### src/rtl/alu_pkg.sv
// rtl/alu_pkg.sv - shared types and constants for the ALU control decoder
// Contents: alu_op_e encoding, RV32I opcode/funct constants, dec_bundle_t,
// and arith_op(), the funct3 -> ALU op mapping shared by OP and OP-IMM.
package alu_pkg;

    localparam int XLEN_C = 32;

    typedef enum logic [3:0] {
        ALU_ADD  = 4'd0,
        ALU_SUB  = 4'd1,
        ALU_AND  = 4'd2,
        ALU_OR   = 4'd3,
        ALU_XOR  = 4'd4,
        ALU_SLL  = 4'd5,
        ALU_SRL  = 4'd6,
        ALU_SRA  = 4'd7,
        ALU_SLT  = 4'd8,
        ALU_SLTU = 4'd9
    } alu_op_e;

    localparam logic [6:0] OPC_OP     = 7'b0110011;
    localparam logic [6:0] OPC_OP_IMM = 7'b0010011;
    localparam logic [6:0] OPC_LOAD   = 7'b0000011;
    localparam logic [6:0] OPC_STORE  = 7'b0100011;
    localparam logic [6:0] OPC_BRANCH = 7'b1100011;
    localparam logic [6:0] OPC_JAL    = 7'b1101111;
    localparam logic [6:0] OPC_JALR   = 7'b1100111;
    localparam logic [6:0] OPC_LUI    = 7'b0110111;
    localparam logic [6:0] OPC_AUIPC  = 7'b0010111;

    localparam logic [2:0] F3_ADD_SUB = 3'b000;
    localparam logic [2:0] F3_SLL     = 3'b001;
    localparam logic [2:0] F3_SLT     = 3'b010;
    localparam logic [2:0] F3_SLTU    = 3'b011;
    localparam logic [2:0] F3_XOR     = 3'b100;
    localparam logic [2:0] F3_SRL_SRA = 3'b101;
    localparam logic [2:0] F3_OR      = 3'b110;
    localparam logic [2:0] F3_AND     = 3'b111;

    localparam logic [2:0] F3_BEQ  = 3'b000;
    localparam logic [2:0] F3_BNE  = 3'b001;
    localparam logic [2:0] F3_BLT  = 3'b100;
    localparam logic [2:0] F3_BGE  = 3'b101;
    localparam logic [2:0] F3_BLTU = 3'b110;
    localparam logic [2:0] F3_BGEU = 3'b111;

    localparam logic [6:0] F7_BASE = 7'h00;
    localparam logic [6:0] F7_ALT  = 7'h20;

    typedef struct packed {
        alu_op_e     alu_op;
        logic        alu_src_imm;
        logic [31:0] imm;
        logic [4:0]  rd;
        logic [4:0]  rs1;
        logic [4:0]  rs2;
        logic        illegal;
    } dec_bundle_t;

    // alt selects SUB/SRA on the two funct3 codes that have an alternate form
    function automatic alu_op_e arith_op(input logic [2:0] f3, input logic alt);
        alu_op_e op;
        case (f3)
            F3_ADD_SUB: op = alt ? ALU_SUB : ALU_ADD;
            F3_SLL:     op = ALU_SLL;
            F3_SLT:     op = ALU_SLT;
            F3_SLTU:    op = ALU_SLTU;
            F3_XOR:     op = ALU_XOR;
            F3_SRL_SRA: op = alt ? ALU_SRA : ALU_SRL;
            F3_OR:      op = ALU_OR;
            default:    op = ALU_AND;
        endcase
        return op;
    endfunction

endpackage

### src/rtl/alu_ctrl_decode_comb.sv
// rtl/alu_ctrl_decode_comb.sv - combinational RV32I instruction to ALU control decode
// Ports: instr (32-bit instruction word) in, bundle (dec_bundle_t) out.
// Illegal encodings yield illegal=1, alu_op=ILLEGAL_OP and every other field zero.
module alu_ctrl_decode_comb
    import alu_pkg::*;
#(
    parameter logic [3:0] ILLEGAL_OP = 4'd0
) (
    input  logic [31:0] instr,
    output dec_bundle_t bundle
);

    logic [6:0]  opc;
    logic [6:0]  f7;
    logic [2:0]  f3;
    logic [31:0] imm_i;
    logic [31:0] imm_s;
    logic [31:0] imm_b;
    logic [31:0] imm_u;
    logic [31:0] imm_j;
    logic [31:0] imm_sh;
    logic        ill;
    dec_bundle_t d;

    assign opc    = instr[6:0];
    assign f3     = instr[14:12];
    assign f7     = instr[31:25];
    assign imm_i  = {{20{instr[31]}}, instr[31:20]};
    assign imm_s  = {{20{instr[31]}}, instr[31:25], instr[11:7]};
    assign imm_b  = {{19{instr[31]}}, instr[31], instr[7], instr[30:25], instr[11:8], 1'b0};
    assign imm_u  = {instr[31:12], 12'b0};
    assign imm_j  = {{11{instr[31]}}, instr[31], instr[19:12], instr[20], instr[30:21], 1'b0};
    // Shift-immediates carry funct7 in imm[11:5]; the ALU only wants the shamt
    assign imm_sh = {27'b0, instr[24:20]};

    always_comb begin
        d     = '0;
        ill   = 1'b0;
        d.rd  = instr[11:7];
        d.rs1 = instr[19:15];
        d.rs2 = instr[24:20];
        case (opc)
            OPC_OP: begin
                if (f7 == F7_BASE) begin
                    d.alu_op = arith_op(f3, 1'b0);
                end else if (f7 == F7_ALT && (f3 == F3_ADD_SUB || f3 == F3_SRL_SRA)) begin
                    d.alu_op = arith_op(f3, 1'b1);
                end else begin
                    ill = 1'b1;
                end
            end
            OPC_OP_IMM: begin
                d.alu_src_imm = 1'b1;
                d.rs2         = '0;
                d.imm         = imm_i;
                d.alu_op      = arith_op(f3, 1'b0);
                if (f3 == F3_SLL) begin
                    d.imm = imm_sh;
                    ill   = (f7 != F7_BASE);
                end else if (f3 == F3_SRL_SRA) begin
                    d.imm    = imm_sh;
                    d.alu_op = arith_op(f3, f7 == F7_ALT);
                    ill      = (f7 != F7_BASE) && (f7 != F7_ALT);
                end
            end
            OPC_LOAD, OPC_JALR: begin
                d.alu_src_imm = 1'b1;
                d.rs2         = '0;
                d.imm         = imm_i;
            end
            OPC_STORE: begin
                d.alu_src_imm = 1'b1;
                d.rd          = '0;
                d.imm         = imm_s;
            end
            OPC_LUI, OPC_AUIPC: begin
                d.alu_src_imm = 1'b1;
                d.rs1         = '0;
                d.rs2         = '0;
                d.imm         = imm_u;
            end
            OPC_JAL: begin
                d.alu_src_imm = 1'b1;
                d.rs1         = '0;
                d.rs2         = '0;
                d.imm         = imm_j;
            end
            OPC_BRANCH: begin
                d.rd  = '0;
                d.imm = imm_b;
                case (f3)
                    F3_BEQ, F3_BNE:   d.alu_op = ALU_SUB;
                    F3_BLT, F3_BGE:   d.alu_op = ALU_SLT;
                    F3_BLTU, F3_BGEU: d.alu_op = ALU_SLTU;
                    default:          ill = 1'b1;
                endcase
            end
            default: ill = 1'b1;
        endcase
        if (ill) begin
            d        = '0;
            d.alu_op = alu_op_e'(ILLEGAL_OP);
        end
        d.illegal = ill;
    end

    assign bundle = d;

endmodule

### src/rtl/alu_ctrl_decoder.sv
// rtl/alu_ctrl_decoder.sv - registered RV32I ALU control decode stage with 2-entry skid buffer
// Ports: clk, rst_n (async, active low); in_valid/in_ready/instr input handshake;
// out_valid/out_ready with alu_op, alu_src_imm, imm, rd, rs1, rs2, illegal;
// cnt_decoded/cnt_illegal performance counters.
// Macro ALU_CTRL_DECODER_PERF_CNT_EN enables the counters; otherwise they read 0.
module alu_ctrl_decoder
    import alu_pkg::*;
#(
    parameter int         XLEN       = 32,
    parameter logic [3:0] ILLEGAL_OP = 4'd0
) (
    input  logic            clk,
    input  logic            rst_n,
    input  logic            in_valid,
    output logic            in_ready,
    input  logic [XLEN-1:0] instr,
    output logic            out_valid,
    input  logic            out_ready,
    output logic [3:0]      alu_op,
    output logic            alu_src_imm,
    output logic [XLEN-1:0] imm,
    output logic [4:0]      rd,
    output logic [4:0]      rs1,
    output logic [4:0]      rs2,
    output logic            illegal,
    output logic [31:0]     cnt_decoded,
    output logic [31:0]     cnt_illegal
);

    dec_bundle_t dec;
    dec_bundle_t out_q;
    dec_bundle_t skid_q;
    logic        out_valid_q;
    logic        skid_valid_q;
    logic        accept;
    logic        out_free;

    alu_ctrl_decode_comb #(
        .ILLEGAL_OP (ILLEGAL_OP)
    ) u_decode (
        .instr  (instr),
        .bundle (dec)
    );

    // in_ready comes straight from a flop, so out_ready never reaches it combinationally
    assign in_ready = !skid_valid_q;
    assign accept   = in_valid && in_ready;
    assign out_free = !out_valid_q || out_ready;

    always_ff @(posedge clk or negedge rst_n) begin
        if (!rst_n) begin
            out_valid_q  <= 1'b0;
            skid_valid_q <= 1'b0;
            out_q        <= '0;
            skid_q       <= '0;
        end else if (out_free) begin
            // skid holds the older bundle; while it is full in_ready is low, so no accept competes
            if (skid_valid_q) begin
                out_q        <= skid_q;
                out_valid_q  <= 1'b1;
                skid_valid_q <= 1'b0;
            end else if (accept) begin
                out_q       <= dec;
                out_valid_q <= 1'b1;
            end else begin
                out_valid_q <= 1'b0;
            end
        end else if (accept) begin
            skid_q       <= dec;
            skid_valid_q <= 1'b1;
        end
    end

    assign out_valid   = out_valid_q;
    assign alu_op      = out_q.alu_op;
    assign alu_src_imm = out_q.alu_src_imm;
    assign imm         = out_q.imm;
    assign rd          = out_q.rd;
    assign rs1         = out_q.rs1;
    assign rs2         = out_q.rs2;
    assign illegal     = out_q.illegal;

`ifdef ALU_CTRL_DECODER_PERF_CNT_EN
    logic [31:0] cnt_dec_q;
    logic [31:0] cnt_ill_q;

    always_ff @(posedge clk or negedge rst_n) begin
        if (!rst_n) begin
            cnt_dec_q <= '0;
            cnt_ill_q <= '0;
        end else if (out_valid_q && out_ready) begin
            cnt_dec_q <= cnt_dec_q + 32'd1;
            if (out_q.illegal) begin
                cnt_ill_q <= cnt_ill_q + 32'd1;
            end
        end
    end

    assign cnt_decoded = cnt_dec_q;
    assign cnt_illegal = cnt_ill_q;
`else
    assign cnt_decoded = '0;
    assign cnt_illegal = '0;
`endif

endmodule

### config.mk
export PLATFORM = sky130hd
export DESIGN_NAME = alu_ctrl_decoder
export DESIGN_NICKNAME = d
export VERILOG_FILES = /design/src/rtl/alu_pkg.sv /design/src/rtl/alu_ctrl_decode_comb.sv /design/src/rtl/alu_ctrl_decoder.sv
export SDC_FILE = /design/constraint.sdc
export NUM_CORES = 1
export LEC_CHECK = 0
export ABC_CLOCK_PERIOD_IN_PS = 4600
export BUFFER_PORTS_ARGS = -buffer_cell sky130_fd_sc_hd__buf_2
export CAP_MARGIN = 25
export CORE_MARGIN = 2
export CORE_UTILIZATION = 35
export CTS_CLUSTER_SIZE = 16
export DETAILED_ROUTE_END_ITERATION = 10
export PLACE_DENSITY_LB_ADDON = 0.25
export SLEW_MARGIN = 40
export SYNTH_ARGS = -nofsm -noshare
export SYNTH_HDL_FRONTEND = slang
export SYNTH_SLANG_ARGS = --single-unit
### constraint.sdc
create_clock -name clk -period 4.6 [get_ports clk]
set_clock_uncertainty 0.05 [all_clocks]
set_input_delay 0.46 -clock clk [delete_from_list [all_inputs] [get_ports clk]]
set_output_delay 0.46 -clock clk [all_outputs]
set_load 0.005 [all_outputs]
==> results.toml, run 1 <==
[outcome]
outcome = "completed"

[timing]
finalSetupViolations = 0
hold_viol_final = 0
worstMarginPinSlew_ns = 0.823
hold_slack_ns = 0.0265
fin_crit_sh_pct = 61.5
slew_viol_final = 0
fmax_ghz = 0.353
layout_setup_ws_ns = 1.77
final.min_clock_period_ns = 2.83
slew_headroom_pct = 44.7
rsz0062_at_grt = "false"
finalSetupTns_ns = 0

[synth]
syn_area_um2 = 5540
syn_avg_cell_area_um2 = 9.11
yosysWarnings = 0
synth_top_family_by_area = "compound AO/OA/AOI/OAI gates"
postSynth.asyncResetShare_pct = 100
synth_top_area_share_pct = 48.8
yosys-top-cells-area = "dfrtp_1 (49%), buf_4 (8.7%), a21oi_1 (5.1%)"
ys.flop_type = "dfrtp_1"
ys_types = 48
synth_seq_cells = 108
synth_edf_count = 0
synthCells = 608
synth_fa_ha_area_share_pct = 0
synthMuxAreaShare_pct = 0
yosysSeqAreaShare_pct = 48.8
synth-xor-area-share_pct = 0.316
synth-compound-area-share_pct = 22.0
synthSimpleGateAreaFrac_pct = 16.8
yosysTopAreaCell = "dfrtp_1"

[setup_path]
crit_type = "in2reg"
worstSetupEndpointType = "register"
crit_required_ns = 4.81
crit_fanout = 25
r2r_cells = 5
start_kind = "input port"
cp.arrival_ns = 3.04

[finish]
diodes = 0
drive_above_1_share_pct = 18.3
utilization_pct = 40.8
synthToLayoutAreaGrowth_pct = 12.7
layout.nets = 709

[detailed_routing]
vias = 4709
drt_iter0_drc = 374
via_per_inst = 5.30
ant_nets = 0
wire_per_inst_um = 18.4
drt_first_pass_iters = 5
routed_wl_um = 16300
drc = 0

[grt]
grt-ovfl-total = 0
antenna_found_initial = 0
grt_pass1_wl_um = 25200
grt_pass1_vias = 4345
grt_max_degree = 63
gr-usage-all-layers_pct = 19.6

[power_and_ir_drop]
p_int_uw = 1530
peakVddDrop_uv = 201
pwr-share-seq_pct = 49.4
p_comb_share_pct = 14.6
p_sw_uw = 590
p_per_area_nw_per_um2 = 339
swShare_pct = 27.8
finalPower_uw = 2120
clockPowerShare_pct = 36.0
leakage_uw = 0.00299

[clock_tree]
cts_tree = "built"
cts_root_buf = "clkbuf_16"
clock_latency_ns = 0.35
cts.repair.resized = 0
htree_num_levels = 3
clkTransAtPathRegs_ns = 0.07
cts_sinks = 108
cts_made_buffers = 9
postCtsSetupBuffers = 0
clockBufferDepth = 2
ctsHoldBuffers = 0

[die]
die-width_um = 130
ios = 155
core_region_area_um2 = 15300
start_util_pct = 36.2
die_h_um = 130
rows = 45
die_area_um2 = 16900

[flow_run]
cap_violations = 0

[placement]
dpl.hpwl_um = 11500
dp_slack_ns = 1.43
port_buffers = 90
routabilityCongestion = 0.890

[worst_hold_path]
hp-class = "in2async"
==> kinds of logic after synthesis <==
logic type | count (synthesis)
AOI/OAI and AO/OA | 193
buffers and inverters | 113
other | 1
and+or+nand+nor | 191
xor gates and xnor gates | 2
DFF | 108
==> flip-flops by register name (all words and copies together) (netlist names) <==
name,cells
alu_op,4
alu_src_imm,1
illegal,1
imm,32
out_valid,1
rd,5
rs1,5
rs2,5
skid_q,53
skid_valid_q,1
==> cell usage in the layout, fill, tap and decap left out, types with 3 or more instances in the layout <==
cell type / Yosys / layout
nor3_1: 6 / 6
conb_1: 1 / 64
clkbuf_8: 0 / 3
inv_1: 5 / 5
nand2b_1: 6 / 5
buf_4: 64 / 9
and3_1: 29 / 29
a22oi_1: 4 / 4
a21o_1: 3 / 3
a221o_1: 21 / 21
nor2_1: 38 / 38
o22ai_1: 27 / 27
o31ai_1: 3 / 3
a22o_1: 6 / 6
nor2b_1: 6 / 6
dfrtp_1: 108 / 108
or3_1: 4 / 4
a21oi_1: 57 / 57
buf_2: 3 / 89
nand3_1: 3 / 3
a31oi_1: 3 / 3
and3b_1: 3 / 3
clkbuf_16: 0 / 9
nand2_1: 76 / 76
o21ai_0: 57 / 57
==> power by group through the flow <==
stage	Combinational, µW	Sequential [µW]	Clock [µW]
final	308	1050	763
after global routing	349	1060	809
after CTS	310	1050	775
after detailed placement	309	1070	0
after global placement	305	1070	0
after floorplan	198	1060	0
==> layout make-up <==
type / count / area [µm²]
clock inverters: 2 / 16.3
well taps: 211 / 264
fillers: 1531 / 9070
inverters: 5 / 18.8
multi-input cells: 450 / 2450
flip-flops and latches: 108 / 2700
clock buffers: 13 / 270
repair buffers: 99 / 524
==> synthesized netlist by cell type (all sizes together) (2+ instances only) <==
cell,instances
or4,5
a21o,3
a22o,6
nor2,38
clkbuf,40
and3,29
a31oi,3
nand2b,6
a21oi,57
dfrtp,108
nor2b,6
nor4,5
o22ai,27
o21ai,58
nand2,76
a221o,21
nor3b,2
nand4,2
or3,4
o21a,2
nor3,7
a22oi,4
buf,68
nand3,3
nand3b,2
and3b,3
o31ai,3
inv,5
==> metal layers <==
metal / vias up / GRT usage (%) / part of all wire (%)
li1: 2166 / - / -
met1: 2339 / 28.4 / 47
met2: 177 / 29.1 / 45
met3: 27 / 3.16 / 5.4
met4: 0 / 8.16 / 2.9
met5: - / 0 / 0
==> worst max-delay path, cell delays in order <==
cell and delay [ns]:
buf_2 0.13, or4_4 0.59, a2111oi_4 0.30, o221ai_2 0.22, or4_2 1.03, o22ai_1 0.30
==> worst paths after layout <==
check | startpoint | to | slack, ns
worst max-delay path | instr[25] | imm[12]$_DFFE_PN0P_ | 1.77
worst min-delay path | rst_n | imm[8]$_DFFE_PN0P_ | 0.03
worst max register to register | out_valid$_DFFE_PN0N_ | imm[12]$_DFFE_PN0P_ | 1.92
worst min register to register | skid_q[49]$_DFFE_PN0P_ | skid_q[49]$_DFFE_PN0P_ | 0.43
max in group asynchronous | rst_n | imm[27]$_DFFE_PN0P_ | 3.45
min in group clk | instr[19] | skid_q[10]$_DFFE_PN0P_ | 0.33
==> stage by stage <==
| stage | instances | area, µm² |
|---|---|---|
| after CTS | 888 | 6240 |
| after floorplan | 671 | 5780 |
| after global routing | 888 | 6250 |
| after global placement | 873 | 5930 |
| final | 888 | 6250 |
| after detailed placement | 873 | 5960 |
No activity file was read; power rests on OpenSTA's default activity.
==> inputs of run 2 (changes only) <==
--- a/config.mk
+++ b/config.mk
@@ -5,7 +5,7 @@
 export SDC_FILE = /design/constraint.sdc
 export NUM_CORES = 1
 export LEC_CHECK = 0
-export ABC_CLOCK_PERIOD_IN_PS = 4600
+export ABC_CLOCK_PERIOD_IN_PS = 2780
 export BUFFER_PORTS_ARGS = -buffer_cell sky130_fd_sc_hd__buf_2
 export CAP_MARGIN = 25
 export CORE_MARGIN = 2
==> constraint.sdc (replaced) <==
create_clock -name clk -period 2.78 [get_ports clk]
set_clock_uncertainty 0.05 [all_clocks]
set_input_delay 0.278 -clock clk [delete_from_list [all_inputs] [get_ports clk]]
set_output_delay 0.278 -clock clk [all_outputs]
set_load 0.005 [all_outputs]
==> results.toml, run 2 (same netlist as run 1, synthesis figures left out) <==
[timing]
hold_slack_ns = 0.142
finalSetupViolations = 0
slew_viol_final = 0
fin_crit_sh_pct = 82.9
worstMarginPinSlew_ns = 0.646
slew_headroom_pct = 56.9
hold_viol_final = 0
finalSetupTns_ns = 0
final.min_clock_period_ns = 2.31
fmax_ghz = 0.434
rsz0062_at_grt = "false"

[die]
start_util_pct = 36.2
die-width_um = 130
ios = 155
die_area_um2 = 16900
rows = 45
core_region_area_um2 = 15300
die_h_um = 130

[power_and_ir_drop]
finalPower_uw = 3460
leakage_uw = 0.00307
p_per_area_nw_per_um2 = 544
peakVddDrop_uv = 316

[detailed_routing]
vias = 4751
drt_iter0_drc = 396
ant_nets = 0
via_per_inst = 5.24
routed_wl_um = 16500
drc = 0
drt_first_pass_iters = 6
wire_per_inst_um = 18.1

[grt]
grt_pass1_vias = 4435
grt_pass1_wl_um = 25500
grt-ovfl-total = 0
antenna_found_initial = 0
gr-usage-all-layers_pct = 19.8
grt_max_degree = 63

[clock_tree]
cts.repair.resized = 0
clock_latency_ns = 0.36
clkTransAtPathRegs_ns = 0.07
cts_tree = "built"
cts_sinks = 108
clockBufferDepth = 2
htree_num_levels = 3
cts_root_buf = "clkbuf_16"
cts_made_buffers = 9

[setup_path]
worstSetupEndpointType = "register"
crit_type = "in2reg"
cp.arrival_ns = 2.53
start_kind = "input port"
crit_fanout = 4
crit_required_ns = 3.01

[finish]
utilization_pct = 41.5
regMostFlops = "skid_q"
largest_reg_flops = 53
layout.nets = 727
drive_above_1_share_pct = 19.4
diodes = 0
synthToLayoutAreaGrowth_pct = 14.7
layoutNonFillerInstCount = 907
layout_commonest_cell = "dfrtp_1"
layout_common_cells = "dfrtp_1 (108), buf_2 (89), nand2_1 (76), conb_1 (64)"

[flow_run]
cap_violations = 0

[worst_hold_path]
hp-class = "in2reg"

[placement]
routabilityCongestion = 0.932
port_buffers = 90
dp.cells = 890
dpl.hpwl_um = 11800

[outcome]
outcome = "completed"
run 2: changes by cell type in the layout (fill, tap and decap cells not counted), sizes merged:
cell / change
clkinvlp: +1
buf: +17
clkinv: +2
dlygate4sd3: +1
clkbuf: -2
run 2: worst paths after layout:
| kind | slack (ns) | startpoint | depth (start not counted) | endpoint |
|---|---|---|---|---|
| max | 0.47 | instr[25] | 7 | alu_op[1]$_DFFE_PN0P_ |
| min in group asynchronous | 0.38 | rst_n | 2 | imm[6]$_DFFE_PN0P_ |
| min reg2reg | 0.42 | skid_q[10]$_DFFE_PN0P_ | 2 | skid_q[10]$_DFFE_PN0P_ |
| max reg2reg | 0.52 | skid_valid_q$_DFFE_PN0P_ | 5 | imm[30]$_DFFE_PN0P_ |
| min | 0.14 | instr[15] | 2 | rs1[0]$_DFFE_PN0P_ |
| max in group asynchronous | 1.59 | rst_n | 3 | imm[14]$_DFFE_PN0P_ |
run 2: worst max-delay path, stage by stage:
cell	delay, ns
buf_2	0.13
or4_4	0.58
a2111oi_4	0.30
o221ai_2	0.16
or3_1	0.41
or4_1	0.51
a21oi_1	0.17
run 2: repair_timing:
action | CTS | global route
setup buffers | 0 | 0
hold buffers | 1 | 0
endpoints found under the hold margin | 35 | 0
run 2: layout make-up:
class	count	area, µm²
fill	1564	8960
sequential	108	2700
multi-input combinational	450	2420
timing repair buffer	117	683
tap	211	264
clock buffer	11	233
clock inverter	5	37.5
inverter	5	18.8
run 2: report_power, final:
group | internal (µW) | total [µW] | leakage, µW | switching (µW)
combinational | 192 | 529 | 0.00150 | 336
sequential | 1670 | 1730 | 0.00144 | 62.9
clock | 612 | 1200 | 0.000126 | 585
total | 2470 | 3460 | 0.00307 | 984
run 2: per-stage QoR:
| step | setup slack (ns) | instance area [µm²] |
|---|---|---|
| 6_report | 0.475 | 6360 |
| 4_1_cts | 0.504 | 6360 |
| 5_1_grt | 0.389 | 6360 |
| 2_1_floorplan | 0.242 | 5780 |
| 3_5_place_dp | 0.155 | 6080 |
| 3_3_place_gp | 0.145 | 6080 |
run 2: layer usage:
metal	GRT usage (%)	vias to the layer above	routed length, µm
met5	0	-	0
met4	5.76	0	230
met3	3.90	17	1030
met2	30.3	206	7500
met1	28.4	2325	7690
li1	-	2203	-
